[config.mk]
export PLATFORM = sky130hd
export DESIGN_NAME = btn_debounce_array_flat
export DESIGN_NICKNAME = d
export VERILOG_FILES = /design/src/rtl/btn_debounce_pkg.sv /design/src/rtl/btn_debounce_array_if.sv /design/src/rtl/btn_debounce_channel.sv /design/src/rtl/btn_debounce_array.sv /design/src/flat_wrapper.sv
export SDC_FILE = /design/constraint.sdc
export NUM_CORES = 1
export LEC_CHECK = 0
export ABC_CLOCK_PERIOD_IN_PS = 4750
export BUFFER_PORTS_ARGS = -buffer_cell sky130_fd_sc_hd__buf_2
export CORE_MARGIN = 2
export CORE_UTILIZATION = 40
export DETAILED_ROUTE_END_ITERATION = 7
export PLACE_DENSITY = 0.61
export SLEW_MARGIN = 20
export SYNTH_ARGS = -nofsm -noshare
export SYNTH_HDL_FRONTEND = slang
export SYNTH_SLANG_ARGS = --single-unit
export TNS_END_PERCENT = 20
[constraint.sdc]
create_clock -name CLOCK_50 -period 4.75 [get_ports CLOCK_50]
set_input_delay 0.7125 -clock CLOCK_50 [delete_from_list [all_inputs] [get_ports CLOCK_50]]
set_output_delay 0.7125 -clock CLOCK_50 [all_outputs]
set_load 0.02 [all_outputs]
[src/rtl/btn_debounce_pkg.sv]
// rtl/btn_debounce_pkg.sv - shared types and timing constants for the button conditioner
//
// Purpose: hold-state encoding, 50 MHz default timing constants and a
//          millisecond-to-cycle conversion used for parameter defaults.
// Ports:   none (package).

package btn_debounce_pkg;

  typedef enum logic [1:0] {
    ST_IDLE,
    ST_HELD,
    ST_LONG
  } hold_state_e;

  localparam int CLK_HZ = 50_000_000;

  // Cycles of CLOCK_50 in the given number of milliseconds.
  function automatic int ms_to_cycles(input int ms);
    return (CLK_HZ / 1000) * ms;
  endfunction

  localparam int DEF_DEBOUNCE = ms_to_cycles(20);
  localparam int DEF_LONG     = ms_to_cycles(1000);
  localparam int DEF_REPEAT   = ms_to_cycles(200);

endpackage

[src/rtl/btn_debounce_array_if.sv]
// rtl/btn_debounce_array_if.sv - button bus between board pins, conditioner and user logic
//
// Purpose: bundles the raw button inputs, repeat enables and all conditioned
//          outputs of a btn_debounce_array.
// Ports (signals, N_CH bits each):
//   btn_i     raw asynchronous button pins
//   repeat_en per-channel auto-repeat enable
//   level_o   debounced pressed level (1 = pressed)
//   press_o   one-cycle press pulse
//   release_o one-cycle release pulse
//   long_o    one-cycle long-press pulse
//   repeat_o  one-cycle auto-repeat pulse
// Modports: master drives buttons/enables, slave is the conditioner.

interface btn_debounce_array_if #(
  parameter int N_CH = 4
) ();

  logic [N_CH-1:0] btn_i;
  logic [N_CH-1:0] repeat_en;
  logic [N_CH-1:0] level_o;
  logic [N_CH-1:0] press_o;
  logic [N_CH-1:0] release_o;
  logic [N_CH-1:0] long_o;
  logic [N_CH-1:0] repeat_o;

  modport master (
    output btn_i,
    output repeat_en,
    input  level_o,
    input  press_o,
    input  release_o,
    input  long_o,
    input  repeat_o
  );

  modport slave (
    input  btn_i,
    input  repeat_en,
    output level_o,
    output press_o,
    output release_o,
    output long_o,
    output repeat_o
  );

endinterface

[src/rtl/btn_debounce_channel.sv]
// rtl/btn_debounce_channel.sv - synchroniser, debounce filter and hold FSM for one button
//
// Purpose: conditions a single raw button into a clean level and one-cycle
//          press / release / long-press / auto-repeat pulses.
// Ports:
//   CLOCK_50  in   clock, rising edge
//   reset     in   synchronous active-high reset
//   btn_raw   in   raw asynchronous button pin
//   repeat_en in   auto-repeat enable, sampled every cycle
//   level_o   out  debounced level, 1 = pressed
//   press_o   out  one-cycle pulse on debounced press
//   release_o out  one-cycle pulse on debounced release
//   long_o    out  one-cycle pulse after LONG_CYCLES held
//   repeat_o  out  one-cycle pulses every REPEAT_CYCLES past long-press

module btn_debounce_channel
  import btn_debounce_pkg::*;
#(
  parameter int ACTIVE_LOW      = 1,
  parameter int DEBOUNCE_CYCLES = DEF_DEBOUNCE,
  parameter int LONG_CYCLES     = DEF_LONG,
  parameter int REPEAT_CYCLES   = DEF_REPEAT
) (
  input  logic CLOCK_50,
  input  logic reset,
  input  logic btn_raw,
  input  logic repeat_en,
  output logic level_o,
  output logic press_o,
  output logic release_o,
  output logic long_o,
  output logic repeat_o
);

  localparam int DB_W   = $clog2(DEBOUNCE_CYCLES);
  localparam int HOLD_W = $clog2(LONG_CYCLES);
  localparam int REP_W  = $clog2(REPEAT_CYCLES);

  localparam logic [DB_W-1:0]   DB_LAST   = DB_W'(DEBOUNCE_CYCLES - 1);
  localparam logic [HOLD_W-1:0] HOLD_LAST = HOLD_W'(LONG_CYCLES - 1);
  localparam logic [REP_W-1:0]  REP_LAST  = REP_W'(REPEAT_CYCLES - 1);

  logic              pressed_raw;
  logic              sync_1;
  logic              sync_2;
  logic              db_fire;
  logic [DB_W-1:0]   db_cnt;
  logic [HOLD_W-1:0] hold_cnt;
  logic [REP_W-1:0]  rep_cnt;
  hold_state_e       state;

  // Normalise so the rest of the channel always sees 1 = pressed.
  assign pressed_raw = (ACTIVE_LOW != 0) ? ~btn_raw : btn_raw;

  // The filter commits on this edge: sync has disagreed with level for a full window.
  assign db_fire = (sync_2 != level_o) && (db_cnt == DB_LAST);

  always_ff @(posedge CLOCK_50) begin
    if (reset) begin
      sync_1    <= 1'b0;
      sync_2    <= 1'b0;
      level_o   <= 1'b0;
      db_cnt    <= '0;
      press_o   <= 1'b0;
      release_o <= 1'b0;
      long_o    <= 1'b0;
      repeat_o  <= 1'b0;
      state     <= ST_IDLE;
      hold_cnt  <= '0;
      rep_cnt   <= '0;
    end else begin
      sync_1    <= pressed_raw;
      sync_2    <= sync_1;
      press_o   <= 1'b0;
      release_o <= 1'b0;
      long_o    <= 1'b0;
      repeat_o  <= 1'b0;

      // Any cycle of agreement restarts the window, so bounce never accumulates.
      if (sync_2 == level_o) begin
        db_cnt <= '0;
      end else if (db_fire) begin
        level_o   <= sync_2;
        db_cnt    <= '0;
        press_o   <= sync_2;
        release_o <= ~sync_2;
      end else begin
        db_cnt <= db_cnt + 1'b1;
      end

      // Release wins over any long/repeat boundary landing on the same edge.
      if (db_fire && !sync_2) begin
        state    <= ST_IDLE;
        hold_cnt <= '0;
        rep_cnt  <= '0;
      end else begin
        case (state)
          ST_IDLE: begin
            if (db_fire && sync_2) begin
              state    <= ST_HELD;
              hold_cnt <= '0;
            end
          end
          ST_HELD: begin
            if (hold_cnt == HOLD_LAST) begin
              state    <= ST_LONG;
              long_o   <= 1'b1;
              repeat_o <= repeat_en;
              rep_cnt  <= '0;
            end else begin
              hold_cnt <= hold_cnt + 1'b1;
            end
          end
          ST_LONG: begin
            // rep_cnt free-runs so toggling repeat_en never shifts the phase.
            if (rep_cnt == REP_LAST) begin
              rep_cnt  <= '0;
              repeat_o <= repeat_en;
            end else begin
              rep_cnt <= rep_cnt + 1'b1;
            end
          end
          default: begin
            state <= ST_IDLE;
          end
        endcase
      end
    end
  end

endmodule

[src/rtl/btn_debounce_array.sv]
// rtl/btn_debounce_array.sv - multi-channel push-button conditioner
//
// Purpose: N_CH independent button channels, each synchronised, debounced and
//          decoded into level, press, release, long-press and repeat outputs.
// Ports:
//   CLOCK_50  in   sole clock, rising edge
//   reset     in   synchronous active-high reset
//   bus       slave side of btn_debounce_array_if (btn_i, repeat_en in;
//             level_o, press_o, release_o, long_o, repeat_o out)

module btn_debounce_array
  import btn_debounce_pkg::*;
#(
  parameter int N_CH            = 4,
  parameter int ACTIVE_LOW      = 1,
  parameter int DEBOUNCE_CYCLES = DEF_DEBOUNCE,
  parameter int LONG_CYCLES     = DEF_LONG,
  parameter int REPEAT_CYCLES   = DEF_REPEAT
) (
  input logic                 CLOCK_50,
  input logic                 reset,
  btn_debounce_array_if.slave bus
);

  if (N_CH < 1 || N_CH > 32) begin : g_bad_n_ch
    $error("btn_debounce_array: N_CH must be 1..32");
  end
  if (ACTIVE_LOW != 0 && ACTIVE_LOW != 1) begin : g_bad_active_low
    $error("btn_debounce_array: ACTIVE_LOW must be 0 or 1");
  end
  if (DEBOUNCE_CYCLES < 2) begin : g_bad_debounce
    $error("btn_debounce_array: DEBOUNCE_CYCLES must be >= 2");
  end
  if (LONG_CYCLES < 2) begin : g_bad_long
    $error("btn_debounce_array: LONG_CYCLES must be >= 2");
  end
  if (REPEAT_CYCLES < 2) begin : g_bad_repeat
    $error("btn_debounce_array: REPEAT_CYCLES must be >= 2");
  end

  logic [N_CH-1:0] level_v;
  logic [N_CH-1:0] press_v;
  logic [N_CH-1:0] release_v;
  logic [N_CH-1:0] long_v;
  logic [N_CH-1:0] repeat_v;

  for (genvar i = 0; i < N_CH; i++) begin : g_ch
    btn_debounce_channel #(
      .ACTIVE_LOW      (ACTIVE_LOW),
      .DEBOUNCE_CYCLES (DEBOUNCE_CYCLES),
      .LONG_CYCLES     (LONG_CYCLES),
      .REPEAT_CYCLES   (REPEAT_CYCLES)
    ) u_ch (
      .CLOCK_50  (CLOCK_50),
      .reset     (reset),
      .btn_raw   (bus.btn_i[i]),
      .repeat_en (bus.repeat_en[i]),
      .level_o   (level_v[i]),
      .press_o   (press_v[i]),
      .release_o (release_v[i]),
      .long_o    (long_v[i]),
      .repeat_o  (repeat_v[i])
    );
  end

  assign bus.level_o   = level_v;
  assign bus.press_o   = press_v;
  assign bus.release_o = release_v;
  assign bus.long_o    = long_v;
  assign bus.repeat_o  = repeat_v;

endmodule

[src/flat_wrapper.sv]
// flat-port wrapper written by rule: the top's interface ports become plain ports
module btn_debounce_array_flat import btn_debounce_pkg::*;
#(
  parameter int N_CH            = 4,
  parameter int ACTIVE_LOW      = 1,
  parameter int DEBOUNCE_CYCLES = DEF_DEBOUNCE,
  parameter int LONG_CYCLES     = DEF_LONG,
  parameter int REPEAT_CYCLES   = DEF_REPEAT
)
  (CLOCK_50, reset, bus_btn_i, bus_repeat_en, bus_level_o, bus_press_o, bus_release_o, bus_long_o, bus_repeat_o);
  btn_debounce_array_if #(.N_CH(N_CH)) bus_i ();
  input logic CLOCK_50;
  input logic reset;
  input wire logic [$bits(bus_i.btn_i)-1:0] bus_btn_i;
  input wire logic [$bits(bus_i.repeat_en)-1:0] bus_repeat_en;
  output wire logic [$bits(bus_i.level_o)-1:0] bus_level_o;
  output wire logic [$bits(bus_i.press_o)-1:0] bus_press_o;
  output wire logic [$bits(bus_i.release_o)-1:0] bus_release_o;
  output wire logic [$bits(bus_i.long_o)-1:0] bus_long_o;
  output wire logic [$bits(bus_i.repeat_o)-1:0] bus_repeat_o;
  assign bus_i.btn_i = bus_btn_i;
  assign bus_i.repeat_en = bus_repeat_en;
  assign bus_level_o = bus_i.level_o;
  assign bus_press_o = bus_i.press_o;
  assign bus_release_o = bus_i.release_o;
  assign bus_long_o = bus_i.long_o;
  assign bus_repeat_o = bus_i.repeat_o;
  btn_debounce_array #(.N_CH(N_CH), .ACTIVE_LOW(ACTIVE_LOW), .DEBOUNCE_CYCLES(DEBOUNCE_CYCLES), .LONG_CYCLES(LONG_CYCLES), .REPEAT_CYCLES(REPEAT_CYCLES)) u_core (.CLOCK_50(CLOCK_50), .reset(reset), .bus(bus_i));
endmodule
Word level (Yosys, flattened, before mapping)

Index checks and enable logic that the tools add are counted.

Reduce and logical (&&, ||, !) cells: 60
Order comparisons: 0
Multiply operators: 0
Div/mod/pow operators: 0
Multiplexer cells: 52
Shift-type cells: 0
Equal/unequal tests: 40
Bitwise operators: 24
$add $sub $neg: 12

Operator list:

| cell                                                                  | number |
|---|---|
| 26-bit 2-to-1 mux                                                     | 8 |
| 26-bit one-hot mux with 2 select lines                                | 4 |
| 24-bit 2-to-1 mux                                                     | 8 |
| 24-bit one-hot mux with 2 select lines                                | 4 |
| 26-bit by 1-bit adder with 26-bit output, second input constant       | 4 |
| 26-bit equality test, second input constant                           | 4 |
| 24-bit by 1-bit adder with 24-bit output, second input constant       | 4 |
| 24-bit equality test, second input constant                           | 4 |
| 20-bit by 1-bit adder with 20-bit output, second input constant       | 4 |
| 20-bit equality test, second input constant                           | 4 |
| 3-bit OR reduction                                                    | 12 |
| 2-bit != test, second input constant                                  | 12 |
| 1-bit inverter                                                        | 24 |
| 2-bit one-hot mux with 3 select lines                                 | 4 |
| 3-bit AND reduction                                                   | 8 |
| 2-bit 2-to-1 mux                                                      | 8 |
| 2-bit AND reduction                                                   | 8 |
| 2-bit nonzero test                                                    | 8 |
| 1-bit logical AND                                                     | 12 |
| 1-bit 2-to-1 mux                                                      | 12 |
| 2-bit by 1-bit equality test with 1-bit output, second input constant | 4 |
| 2-bit equality test, second input constant                            | 4 |
| 2-bit logical NOT                                                     | 4 |
| 1-bit one-hot mux with 2 select lines                                 | 4 |
| 4 further kinds                                                       | 16 |

Register bits: 316
Bits of input ports: 10
Bits in read-only memories: 0
Memory bits (writable): 0
Memories kept: 0
Output and inout bits: 20
Word-level logic and storage cells: 232
Bits in latches: 0

Depth between registers and ports, before layout

Depth after elaboration: 5
Gate-level depth with buffers: 9
Mapped depth without buffers: 8

Hierarchy

Synthesis repeated with hierarchy kept, for this count alone.

Cells, all modules: 2,049
Area, all modules: 16,772.3 sq um

Modules (own cells, without submodules):

| module                                         | instances | cells each | sequential area each (sq um) | area an instance (sq um) |
|---|---|---|---|---|
| btn_debounce_channel (u_core.g_ch[0].u_ch ...) | 2         | 511        | 1,581.5                      | 4,224.1 |
| btn_debounce_channel (u_core.g_ch[3].u_ch)     | 1         | 533        | 1,581.5                      | 4,317.9 |
| btn_debounce_channel (u_core.g_ch[1].u_ch)     | 1         | 494        | 1,581.5                      | 4,006.3 |

Least setup slack after synthesis

No wires, ideal clock.

Path type: register -> register
Start: register u_core.g_ch[0].u_ch.hold_cnt[7]
End: register u_core.g_ch[0].u_ch.hold_cnt[11]
Setup time: 138 ps
Stages on the path, launching flop included: 9
Data arrival time: 2,418 ps
Period minus slack after synthesis: 2,556 ps
Slack: 2,194 ps
Required time: 4,612 ps
Path buffers: 2
Path through: dfxtp_1 buf_6 or4_1 or4_4 or4b_4 buf_6 and3b_2 a31oi_1 a311oi_1

Longest elaborated chain between the ends: 3
Elaborated cells between the ends (all ways): 6
Classes of those cells: add/sub (1); eq/ne (2); mux (2); reduce/logical (1)

Ends and longest elaborated chain:

| what                                                                                    | RTL line                                                 | RTL |
|---|---|---|
| from (decl)                                                                             | btn_debounce_channel.sv:48                               | `logic [HOLD_W-1:0] hold_cnt;` |
| from (signal assigned)                                                                  | btn_debounce_channel.sv:111                              | `hold_cnt <= hold_cnt + 1'b1;` |
| 26-bit by 1-bit adder with 26-bit output / 26-bit equality test (equally long branches) | btn_debounce_channel.sv:111, btn_debounce_channel.sv:105 |  |
| 26-bit 2-to-1 mux / 2-bit != test (equally long branches)                               | n/a                                                      |  |
| 26-bit one-hot mux with 2 select lines / 3-bit AND reduction (equally long branches)    | n/a                                                      |  |

Parallel ways exist; a longest one is shown, timed or not. The select of a mux whose other input is x is not followed.
A chain may end at the register's enable or synchronous reset.

Worst setup path in the final report

Start: register u_core.g_ch[2].u_ch.db_cnt[0]
End: register u_core.g_ch[2].u_ch.hold_cnt[2]

Longest elaborated chain between the ends: 5
Elaborated cells between the ends (all ways): 7
Classes of those cells: eq/ne (2); reduce/logical (5)

Ends and longest elaborated chain:

| what                          | RTL line                    | RTL |
|---|---|---|
| from (decl)                   | btn_debounce_channel.sv:47  | `logic [DB_W-1:0] db_cnt;` |
| from (signal assigned)        | btn_debounce_channel.sv:88  | `db_cnt <= db_cnt + 1'b1;` |
| 20-bit equality test (*)      | btn_debounce_channel.sv:56  | `assign db_fire = (sync_2 != level_o) && (db_cnt == DB_LAST);` |
| 1-bit logical AND (*)         | btn_debounce_channel.sv:56  |  |
| 1-bit logical AND             | btn_debounce_channel.sv:99  | `if (db_fire && sync_2) begin` |
| 2-bit != test (no line)       | n/a                         |  |
| 3-bit AND reduction (no line) | n/a                         |  |
| to (signal assigned)          | btn_debounce_channel.sv:111 |  |
| to (decl)                     | btn_debounce_channel.sv:48  |  |

Every way passes the cells marked *; elsewhere a longest branch is shown, timed or not.

==> impl_metrics.csv <==
group,metric,value,unit
clock_network,postCtsSetupBuffers,0,
final_layout,multiInputGateArea,9145,sq um
timing,slew_violations,0,
placed_design,placed_area,16540,sq um
logic_synthesis,syn_area,16130,sq um
final_layout,layout.nets,1993,
final_layout,postLayoutCellArea,17770,sq um
timing,setup_viol_count_final,0,
clock_network,clkSinkCount,316,
timing,fin_worst_skew,12.71,ps
die,start_util,0.4060,
clock_network,clk_latency,550,ps
worst_setup_path,cpMaxStageDelayCell,"a21oi_1",
logic_synthesis,synth.avg_cell_area,8.156,sq um
final_layout,fin_util,0.4471,
die,io_pins,30,
placed_design,dp_hpwl,25800,microns
timing,period_share,0.6654,
clock_network,cts_resized,0,
grt,grt_overflow,0,
clock_network,cts_max_level,2,
clock_network,cts_tree,"built",
timing,final.setup.tns,0,ps
logic_synthesis,synth-edff-count,0,
run,cap_violations,0,
final_layout,syn_to_final_growth,10.13,%
logic_synthesis,syn-instance-count,1978,
clock_network,clk_pin_slew,50,ps
worst_setup_path,r2r-start,"u_core.g_ch[2].u_ch.db_cnt[0]$_SDFF_PP0_",
min_path,min_path_cells,2,
worst_setup_path,critical_path_arrival,3600,ps
placed_design,gp_congestion,0.8660,
final_layout,n_antenna_cell,0,
worst_setup_path,critPathKind,"flip-flop to flip-flop",
min_path,hold_class,"primary input to flip-flop",
die,dieWidth,204.8,microns
logic_synthesis,synth.net_count,2012,
worst_setup_path,crit_family,"compound AO/OA/AOI/OAI gates",
grt,grt_pass1_vias,13381,
worst_setup_path,r2r_end,"u_core.g_ch[2].u_ch.hold_cnt[2]$_SDFFE_PP0P_",
logic_synthesis,netlist-cell-type-count,84,
final_layout,register_area,6326,sq um
timing,relSlewSlack,0.2958,
power_and_ir_drop,leakagePower,5.677,nW
route,via_per_inst,5.689,
timing,period_minus_slack,3161,ps
die,num_rows,73,
grt,antenna_found_initial,0,
final_layout,fillers,3964,
logic_synthesis,seq_area_frac_synth,0.3922,
worst_setup_path,ff2ff_setup_slack,1590,ps
worst_setup_path,critPathLaunchType,"flip-flop",
die,die_h,204.8,microns
worst_setup_path,max_stage_delay,710,ps
worst_setup_path,rr_worst_depth,8,
worst_setup_path,worst_setup_path_end_kind,"flip-flop",
route,via_count,14291,
worst_setup_path,crit_fanout,18,
placed_design,portBuffers,29,
die,die-area,41950,sq um
route,wl_per_cell,15.39,microns
route,wirelength,38660,microns
route,ant_nets,0,
grt,grt_pass1_wl,65690,microns
run_status,outcome,"completed",
final_layout,layout-drive-gt1-share,0.07398,
clock_network,cts_hold_buf,0,
min_path,hold_path_end,"u_core.g_ch[3].u_ch.sync_1$_SDFF_PP0_",
logic_synthesis,synth_top_cell_by_area,"dfxtp_1",
route,drt_iter0_drc,781,
die,core,39730,sq um
worst_setup_path,crit_buf_inv,1,
min_path,hold_start,"bus_btn_i[3]",
logic_synthesis,synth_ff_type,"dfxtp_1",
logic_synthesis,synth.top_cell.area_share,0.3922,
power_and_ir_drop,p_per_area,313.6,nW/um^2
timing,rsz0062_at_grt,"false",
logic_synthesis,async_flop_share,0,
logic_synthesis,ys_top_cells_by_area,"dfxtp_1 39%, nor2_1 5.5%, nand2_1 4.5%",
logic_synthesis,ys_ff_latch,316,
timing,finalHoldViolations,0,
clock_network,cts_max_path_buffers,3,
grt,grtUsageTotal,0.1841,
route,drcViolationCount,0,
power_and_ir_drop,vdd_ir_drop_max,0.0002065,V
worst_setup_path,worst-endpoint-required,5190,ps
logic_synthesis,yosys_warnings,0,
worst_setup_path,crit_path_frequent_cell,"a21oi_1",
timing,max_freq,0.3164,GHz
timing,tightest_slew,1049,ps
grt,grt_max_degree,38,
route,drt_pass1_iterations,5,
clock_network,cts-root-buf,"clkbuf_16",
worst_setup_path,path_cells,"ha_1 > nand3_1 > nor4_1 > a21oi_1 > buf_4 > a21oi_1 > o21ai_0 > a31o_2",
clock_network,numCtsBuffers,38,
==> Yosys cell counts, drive strengths merged, types with 36 or more instances <==
library cell    n
dfxtp         316
nor2          240
nand2         195
nand3         118
a21oi          96
o21ai          78
xor2           78
nand4          77
clkbuf         71
xnor2          58
and3           55
nor3           55
a31oi          54
nor4           42
inv            36
==> metal layers <==
| metal | GRT usage | vias up | part of all wire |
|---|---|---|---|
| li1 | - | 7186 | - |
| met1 | 0.2465 | 6739 | 0.47 |
| met2 | 0.2986 | 306 | 0.46 |
| met3 | 0.03038 | 60 | 0.050 |
| met4 | 0.06496 | 0 | 0.025 |
| met5 | 0 | - | 0 |
==> cell families (layout without fill, tap and decap cells) <==
logic type	Yosys count	after routing	share of synthesized area
fa+ha+maj	24	24	0.01861
buf+inv	141	150	0.04157
simple gates	992	992	0.3254
xor+xnor	136	136	0.07384
compound gates	365	365	0.1458
mux	4	4	0.002560
flops	316	316	0.3922
==> final cells by class <==
| type | count | area share |
|---|---|---|
| Clock inverter | 10 | 0.002817 |
| Inverter | 36 | 0.007606 |
| Clock buffer | 58 | 0.06641 |
| Sequential cell | 316 | 0.3561 |
| Timing Repair Buffer | 46 | 0.01535 |
| Multi-Input combinational cell | 1521 | 0.5148 |
| Tap cell | 525 | 0.03697 |
==> placed cells by master (no fill, tap or decap), types with 11 or more instances in the layout <==
cell	count
or4_1	26
a211oi_1	16
nor2_1	238
nand2b_1	12
o21a_1	14
clkbuf_16	41
nand2_1	195
nand4b_1	14
inv_1	36
nor3_1	52
or3_1	34
ha_1	24
nor4b_1	14
a21oi_1	95
nor2b_1	11
nand3_1	118
o21ai_0	76
dfxtp_1	316
o31ai_1	12
and2_1	23
xnor2_1	58
and3_1	53
buf_2	29
buf_4	17
a31oi_1	53
nor4_1	37
and4_1	31
o211ai_1	18
nand4_1	77
xor2_1	78
==> worst max path at each step <==
stage                                                          to  cells after the start                                         start  slack [ps]
finish               u_core.g_ch[2].u_ch.hold_cnt[2]$_SDFFE_PP0P_                      8      u_core.g_ch[2].u_ch.db_cnt[0]$_SDFF_PP0_        1590
global route         u_core.g_ch[3].u_ch.rep_cnt[14]$_SDFFE_PP0P_                      6  u_core.g_ch[3].u_ch.hold_cnt[7]$_SDFFE_PP0P_        1330
CTS                  u_core.g_ch[3].u_ch.rep_cnt[14]$_SDFFE_PP0P_                      6  u_core.g_ch[3].u_ch.hold_cnt[7]$_SDFFE_PP0P_        1610
detailed placement   u_core.g_ch[3].u_ch.rep_cnt[14]$_SDFFE_PP0P_                      6  u_core.g_ch[3].u_ch.hold_cnt[7]$_SDFFE_PP0P_        1600
global placement      u_core.g_ch[2].u_ch.rep_cnt[3]$_SDFFE_PP0P_                      6  u_core.g_ch[2].u_ch.hold_cnt[7]$_SDFFE_PP0P_        1690
floorplan           u_core.g_ch[0].u_ch.hold_cnt[11]$_SDFFE_PP0P_                      8  u_core.g_ch[0].u_ch.hold_cnt[7]$_SDFFE_PP0P_        2190
==> state kept, by name, indices dropped and copies added, names as in the netlist <==
name / count
u_core.g_ch.u_ch.release_o: 4
u_core.g_ch.u_ch.state: 8
u_core.g_ch.u_ch.sync_2: 4
u_core.g_ch.u_ch.sync_1: 4
u_core.g_ch.u_ch.hold_cnt: 104
u_core.g_ch.u_ch.long_o: 4
u_core.g_ch.u_ch.repeat_o: 4
u_core.g_ch.u_ch.level_o: 4
u_core.g_ch.u_ch.rep_cnt: 96
u_core.g_ch.u_ch.press_o: 4
u_core.g_ch.u_ch.db_cnt: 80
==> report_power, final <==
| part | total, mW | leakage, nW | switching (mW) | internal [mW] |
|---|---|---|---|---|
| clock | 2.85 | 0.619 | 1.14 | 1.71 |
| sequential | 2.66 | 2.55 | 0.00291 | 2.66 |
| combinational | 0.0666 | 2.51 | 0.0527 | 0.0139 |
| total | 5.57 | 5.68 | 1.20 | 4.38 |
==> metrics by stage <==
step                      total power, mW  worst slack [ps]  hold WS, ps  instances
after floorplan                     2.760              2194        413.8       1978
after global placement              2.783              1694        421.5       2444
after detailed placement            2.784              1603        420.4       2444
after CTS                           5.666              1611        289.5       2512
after global routing                5.774              1327        314.8       2512
final                               5.572              1589        316.5       2512
No activity file was read; power rests on OpenSTA's default activity.
